File: src/rtl/regfile_write_ctrl_if.sv
// Write-port bundle between the WB/LD requesters and the register file.
// The requester side drives requests; the controller side answers and drives the array.
interface regfile_write_ctrl_if #(
    parameter int ADDR_W = 5,
    parameter int DATA_W = 32
);
    logic              WbValid;
    logic [ADDR_W-1:0] WbAddr;
    logic [DATA_W-1:0] WbData;
    logic              WbReady;
    logic              LdValid;
    logic [ADDR_W-1:0] LdAddr;
    logic [DATA_W-1:0] LdData;
    logic              LdReady;
    logic [ADDR_W-1:0] AddrD;
    logic [DATA_W-1:0] DataD;
    logic              RegWEn;
    logic              InitDone;

    modport master (
        output WbValid, WbAddr, WbData,
        output LdValid, LdAddr, LdData,
        input  WbReady, LdReady,
        input  AddrD, DataD, RegWEn, InitDone
    );

    modport slave (
        input  WbValid, WbAddr, WbData,
        input  LdValid, LdAddr, LdData,
        output WbReady, LdReady,
        output AddrD, DataD, RegWEn, InitDone
    );
endinterface

File: src/rtl/regfile_write_ctrl.sv
// Register file write-port owner: post-reset zero sweep, then WB/LD arbitration
// with fixed WB priority and a stall-count guard that forces an LD grant.
module regfile_write_ctrl #(
    parameter int NUM_REGS = 32,
    parameter int ADDR_W   = 5,
    parameter int DATA_W   = 32,
    parameter int MAX_WAIT = 4
) (
    input logic               Clk,
    input logic               Rst,
    regfile_write_ctrl_if.slave Bus
);
    typedef enum logic {CLEAR, RUN} state_t;

    localparam logic [ADDR_W-1:0] LAST_IDX = ADDR_W'(NUM_REGS - 1);
    localparam logic [3:0]        WAIT_LIM = 4'(MAX_WAIT);

    state_t            state, stateNext;
    logic [ADDR_W-1:0] clrIdx, clrIdxNext;
    logic [3:0]        ldWait, ldWaitNext;
    logic              weQ, weNext;
    logic [ADDR_W-1:0] addrQ, addrNext;
    logic [DATA_W-1:0] dataQ, dataNext;

    logic inRun;
    logic forceLd;
    logic wbAcc;
    logic ldAcc;

    assign inRun   = !Rst && (state == RUN);
    assign forceLd = (ldWait >= WAIT_LIM);

    assign Bus.WbReady  = inRun && !forceLd;
    assign Bus.LdReady  = inRun && (forceLd || !Bus.WbValid);
    assign Bus.InitDone = inRun;
    assign Bus.RegWEn   = weQ;
    assign Bus.AddrD    = addrQ;
    assign Bus.DataD    = dataQ;

    assign wbAcc = Bus.WbValid && Bus.WbReady;
    assign ldAcc = Bus.LdValid && Bus.LdReady;

    always_ff @(posedge Clk) begin
        if (Rst) begin
            state  <= CLEAR;
            clrIdx <= '0;
            ldWait <= '0;
            weQ    <= 1'b0;
            addrQ  <= '0;
            dataQ  <= '0;
        end else begin
            state  <= stateNext;
            clrIdx <= clrIdxNext;
            ldWait <= ldWaitNext;
            weQ    <= weNext;
            addrQ  <= addrNext;
            dataQ  <= dataNext;
        end
    end

    always_comb begin
        stateNext  = state;
        clrIdxNext = clrIdx;
        weNext     = 1'b0;
        addrNext   = addrQ;
        dataNext   = dataQ;
        unique case (state)
            CLEAR: begin
                weNext     = 1'b1;
                addrNext   = clrIdx;
                dataNext   = '0;
                clrIdxNext = clrIdx + 1'b1;
                if (clrIdx == LAST_IDX) begin
                    stateNext = RUN;
                end
            end
            RUN: begin
                // x0 requests are consumed but never reach the array
                if (wbAcc) begin
                    if (|Bus.WbAddr) begin
                        weNext   = 1'b1;
                        addrNext = Bus.WbAddr;
                        dataNext = Bus.WbData;
                    end
                end else if (ldAcc) begin
                    if (|Bus.LdAddr) begin
                        weNext   = 1'b1;
                        addrNext = Bus.LdAddr;
                        dataNext = Bus.LdData;
                    end
                end
            end
            default: stateNext = CLEAR;
        endcase
    end

    always_comb begin
        ldWaitNext = ldWait;
        if (!Bus.LdValid || ldAcc) begin
            ldWaitNext = '0;
        end else if (ldWait != 4'hF) begin
            ldWaitNext = ldWait + 4'd1;
        end
    end
endmodule
File: src/flat_wrapper.sv
// flat-port wrapper written by rule: the top's interface ports become plain ports
module regfile_write_ctrl_flat 
#(
    parameter int NUM_REGS = 32,
    parameter int ADDR_W   = 5,
    parameter int DATA_W   = 32,
    parameter int MAX_WAIT = 4
)
  (Clk, Rst, Bus_WbValid, Bus_WbAddr, Bus_WbData, Bus_LdValid, Bus_LdAddr, Bus_LdData, Bus_WbReady, Bus_LdReady, Bus_AddrD, Bus_DataD, Bus_RegWEn, Bus_InitDone);
  regfile_write_ctrl_if #(.ADDR_W(ADDR_W), .DATA_W(DATA_W)) Bus_i ();
  input logic Clk;
  input logic Rst;
  input wire logic [$bits(Bus_i.WbValid)-1:0] Bus_WbValid;
  input wire logic [$bits(Bus_i.WbAddr)-1:0] Bus_WbAddr;
  input wire logic [$bits(Bus_i.WbData)-1:0] Bus_WbData;
  input wire logic [$bits(Bus_i.LdValid)-1:0] Bus_LdValid;
  input wire logic [$bits(Bus_i.LdAddr)-1:0] Bus_LdAddr;
  input wire logic [$bits(Bus_i.LdData)-1:0] Bus_LdData;
  output wire logic [$bits(Bus_i.WbReady)-1:0] Bus_WbReady;
  output wire logic [$bits(Bus_i.LdReady)-1:0] Bus_LdReady;
  output wire logic [$bits(Bus_i.AddrD)-1:0] Bus_AddrD;
  output wire logic [$bits(Bus_i.DataD)-1:0] Bus_DataD;
  output wire logic [$bits(Bus_i.RegWEn)-1:0] Bus_RegWEn;
  output wire logic [$bits(Bus_i.InitDone)-1:0] Bus_InitDone;
  assign Bus_i.WbValid = Bus_WbValid;
  assign Bus_i.WbAddr = Bus_WbAddr;
  assign Bus_i.WbData = Bus_WbData;
  assign Bus_i.LdValid = Bus_LdValid;
  assign Bus_i.LdAddr = Bus_LdAddr;
  assign Bus_i.LdData = Bus_LdData;
  assign Bus_WbReady = Bus_i.WbReady;
  assign Bus_LdReady = Bus_i.LdReady;
  assign Bus_AddrD = Bus_i.AddrD;
  assign Bus_DataD = Bus_i.DataD;
  assign Bus_RegWEn = Bus_i.RegWEn;
  assign Bus_InitDone = Bus_i.InitDone;
  regfile_write_ctrl #(.NUM_REGS(NUM_REGS), .ADDR_W(ADDR_W), .DATA_W(DATA_W), .MAX_WAIT(MAX_WAIT)) u_core (.Clk(Clk), .Rst(Rst), .Bus(Bus_i));
endmodule
File: config.mk
export PLATFORM = sky130hd
export DESIGN_NAME = regfile_write_ctrl_flat
export DESIGN_NICKNAME = d
export VERILOG_FILES = /design/src/rtl/regfile_write_ctrl_if.sv /design/src/rtl/regfile_write_ctrl.sv /design/src/flat_wrapper.sv
export SDC_FILE = /design/constraint.sdc
export NUM_CORES = 1
export LEC_CHECK = 0
export CORE_ASPECT_RATIO = 2
export CORE_MARGIN = 2
export CORE_UTILIZATION = 39
export DETAILED_ROUTE_END_ITERATION = 8
export GPL_TIMING_DRIVEN = 0
export PLACE_DENSITY = 0.83
export SYNTH_ARGS = -nofsm -noshare
export SYNTH_HDL_FRONTEND = slang
export SYNTH_SLANG_ARGS = --single-unit
File: constraint.sdc
create_clock -name Clk -period 1.9 [get_ports Clk]
set_input_delay 0.285 -clock Clk [delete_from_list [all_inputs] [get_ports Clk]]
set_output_delay 0.285 -clock Clk [all_outputs]
set_load 0.01 [all_outputs]
==> results.py <==
metrics = {
    "status": {
        "status": "finished, final reports clean",
    },
    "drt": {
        "drt_iter0_drc": 106,
        "drt-total-wl_um": 6210,
        "routed_via_density": 5.37,
        "drt-pass1-iter-count": 4,
        "drc": 0,
        "vias": 2192,
        "avgRoutedWirePerCell_um": 15.2,
        "ant_nets": 0,
    },
    "finish": {
        "drive_gt1_frac": 0.213,
        "n_antenna_cell": 0,
        "seqCellArea_um2": 961,
        "final_nets": 427,
        "fin_util": 0.677,
        "nFillCells": 434,
        "areaGrowthSynthToFinish_pct": 70.1,
        "multi_input_area_mm2": 0.00119,
    },
    "synth": {
        "synth_top_area_share": 0.430,
        "async_flop_share": 0,
        "synth-edff-count": 0,
        "ys_seq_area_frac": 0.430,
        "synth_top_family_by_area": "compound AO/OA/AOI/OAI gates",
        "synth.most_common_cell": "dfxtp_1",
        "ys.flop_type": "dfxtp_1",
        "syn_area_mm2": 0.00223,
        "yosys.area.top_type": "dfxtp_1",
        "ys_warn_count": 0,
        "synth_common_cells": "dfxtp_1, a21o_1, a22o_2",
        "synth_fa_ha_area_frac": 0.0168,
        "synth.area.top_cells": "dfxtp_1, a22o_2, a21o_1",
        "synthMuxAreaShare": 0.0359,
        "synthSimpleGateAreaFrac": 0.122,
        "synth_fp_nets": 294,
        "ys_ff_latch": 48,
        "synth_xor_area_frac": 0.0118,
        "synth_cell_type_count": 39,
        "synth_compound_area_frac": 0.322,
        "syn_area_per_cell_um2": 10.5,
        "postSynthCellCount": 213,
    },
    "worst_hold_path": {
        "hold_path_class": "register to register",
        "min-delay-start": "u_core.Bus.DataD[6]",
    },
    "sta": {
        "timing_hold_violations_final": 0,
        "holdWs_ns": 0.448,
        "finalClockSkew_ns": 0.00336,
        "fin_crit_ns": 1.85,
        "tightest_slew_ns": 0.545,
        "finalSetupViolations": 0,
        "rsz0062_at_grt": "no",
        "drv_slew": 0,
        "fin_tns_setup_ns": 0,
        "max-slew-margin-rel": 0.637,
        "finalCritPeriodShare": 0.972,
        "fmax_mhz": 541,
    },
    "worst_setup_path": {
        "critPathTopFamily": "buffers and inverters",
        "arrival_ns": 2.03,
        "critPathMaxFanout": 10,
        "crit_required_ns": 2.08,
        "crit_start": "Bus_WbAddr[2]",
        "critPathMaxStageDelay_ns": 0.47,
        "cpMostUsedCell": "buf_6",
        "r2r_start": "u_core.ldWait[2]",
        "critPathSlowestCell": "nor4_4",
        "path_cells": "clkdlybuf4s50_1, nor4_4, a211oi_4, buf_6, buf_6, a22o_2, a21o_1",
        "criticalPathCategory": "input port to register",
        "critPathBufInv": 3,
        "cp-end-kind": "register",
        "startpoint_type": "input port",
    },
    "floorplan": {
        "core_mm2": 0.00561,
        "die_w_um": 57.5,
        "placementRows": 39,
        "ios": 119,
        "initial_core_util": 0.398,
        "die_h_um": 111,
        "die_area_mm2": 0.00638,
    },
    "grt": {
        "grt_pass1_wl_um": 10100,
        "antenna_found_initial": 0,
        "grt_start_max_net_pins": 15,
        "grt_overflow": 0,
        "track_usage": 0.193,
        "grt_pass1_vias": 2216,
    },
    "cts": {
        "cts_root_buffer": "clkbuf_16",
        "cts_sinks": 48,
        "cts_tree": "built",
        "cts_buffers": 5,
        "clock_latency_ns": 0.28,
        "clock_path_buffers": 2,
        "clk_pin_slew_worst_paths_ns": 0.06,
        "cts_max_level": 2,
    },
    "power": {
        "power.leakage_nw": 1.79,
        "p_per_area_mw_per_mm2": 595,
        "ir_drop_uv": 729,
    },
    "placed_design": {
        "portBuffers": 118,
        "gp_congestion": 0.869,
        "dp_hpwl_um": 4660,
    },
    "run": {
        "drv_cap": 0,
    },
}
[registers in the layout, indices dropped and copies added (netlist names)]
name / count
u_core.state: 1
u_core.Bus.RegWEn: 1
u_core.Bus.DataD: 32
u_core.clrIdx: 5
u_core.Bus.AddrD: 5
u_core.ldWait: 4
[worst paths after layout]
| check | cells after the start | endpoint | slack [ns] |
|---|---|---|---|
| hold / removal | 1 | u_core.Bus.DataD[6] | 0.45 |
| hold reg to reg | 1 | u_core.Bus.DataD[6] | 0.45 |
| setup / recovery | 7 | u_core.Bus.DataD[26] | 0.05 |
| setup reg to reg | 8 | u_core.Bus.DataD[26] | 0.12 |
[cell type report]
| class | count | area share |
|---|---|---|
| well taps | 61 | 0.0201 |
| clock buffers | 6 | 0.0339 |
| repair buffers | 126 | 0.333 |
| multi-input cells | 144 | 0.313 |
| plain buffers | 16 | 0.0326 |
| flip-flops and latches | 48 | 0.253 |
| inverters | 5 | 0.00494 |
| clock inverters | 2 | 0.00923 |
[cell families (layout without fill, tap and decap cells)]
family | after synthesis | after routing
compound gates | 81 | 81
xor+xnor | 3 | 3
fa+ha+maj | 3 | 3
buf+inv | 21 | 155
flops | 48 | 48
mux | 8 | 8
simple gates | 49 | 49
[repair_timing]
item                                    CTS  global route
resized for setup                         9            11
buffers inserted                          4             4
endpoints found under the setup margin   33            31
hold buffers                              0             0
pin swaps                                 0             2
[layout by cell type, fill, tap and decap left out, drive strengths merged, types with 8 or more instances in the layout]
master	count
clkdlybuf4s50	112
dfxtp	48
a22o	32
a21o	32
buf	20
nor2	16
clkbuf	10
nand2	8
mux2i	8
[through the flow]
step	area [um^2]	std cells	worst slack [ns]	total power [mW]
final	3800	408	0.0528	2.26
after global routing	3800	408	0.00822	2.34
after CTS	3730	404	0.0131	2.29
after detailed placement	3490	392	-0.531	1.30
after global placement	3490	392	-0.412	1.29
after floorplan	2230	213	0.218	1.11
[power by group]
part           internal [mW]  switching (mW)  total (mW)
clock network          0.618           0.347       0.966
registers               1.02          0.0115        1.03
logic                  0.183          0.0816       0.264
total                   1.82           0.440        2.26
[routing by layer]
layer	vias to the layer above	global-route usage	routed length, um
met2	123	0.336	3040
met1	1004	0.225	2470
met4	0	0.0481	45
met3	4	0.0548	655
li1	1061	-	-
met5	-	0	0
Note: power is estimated with default switching activity, not from simulation.
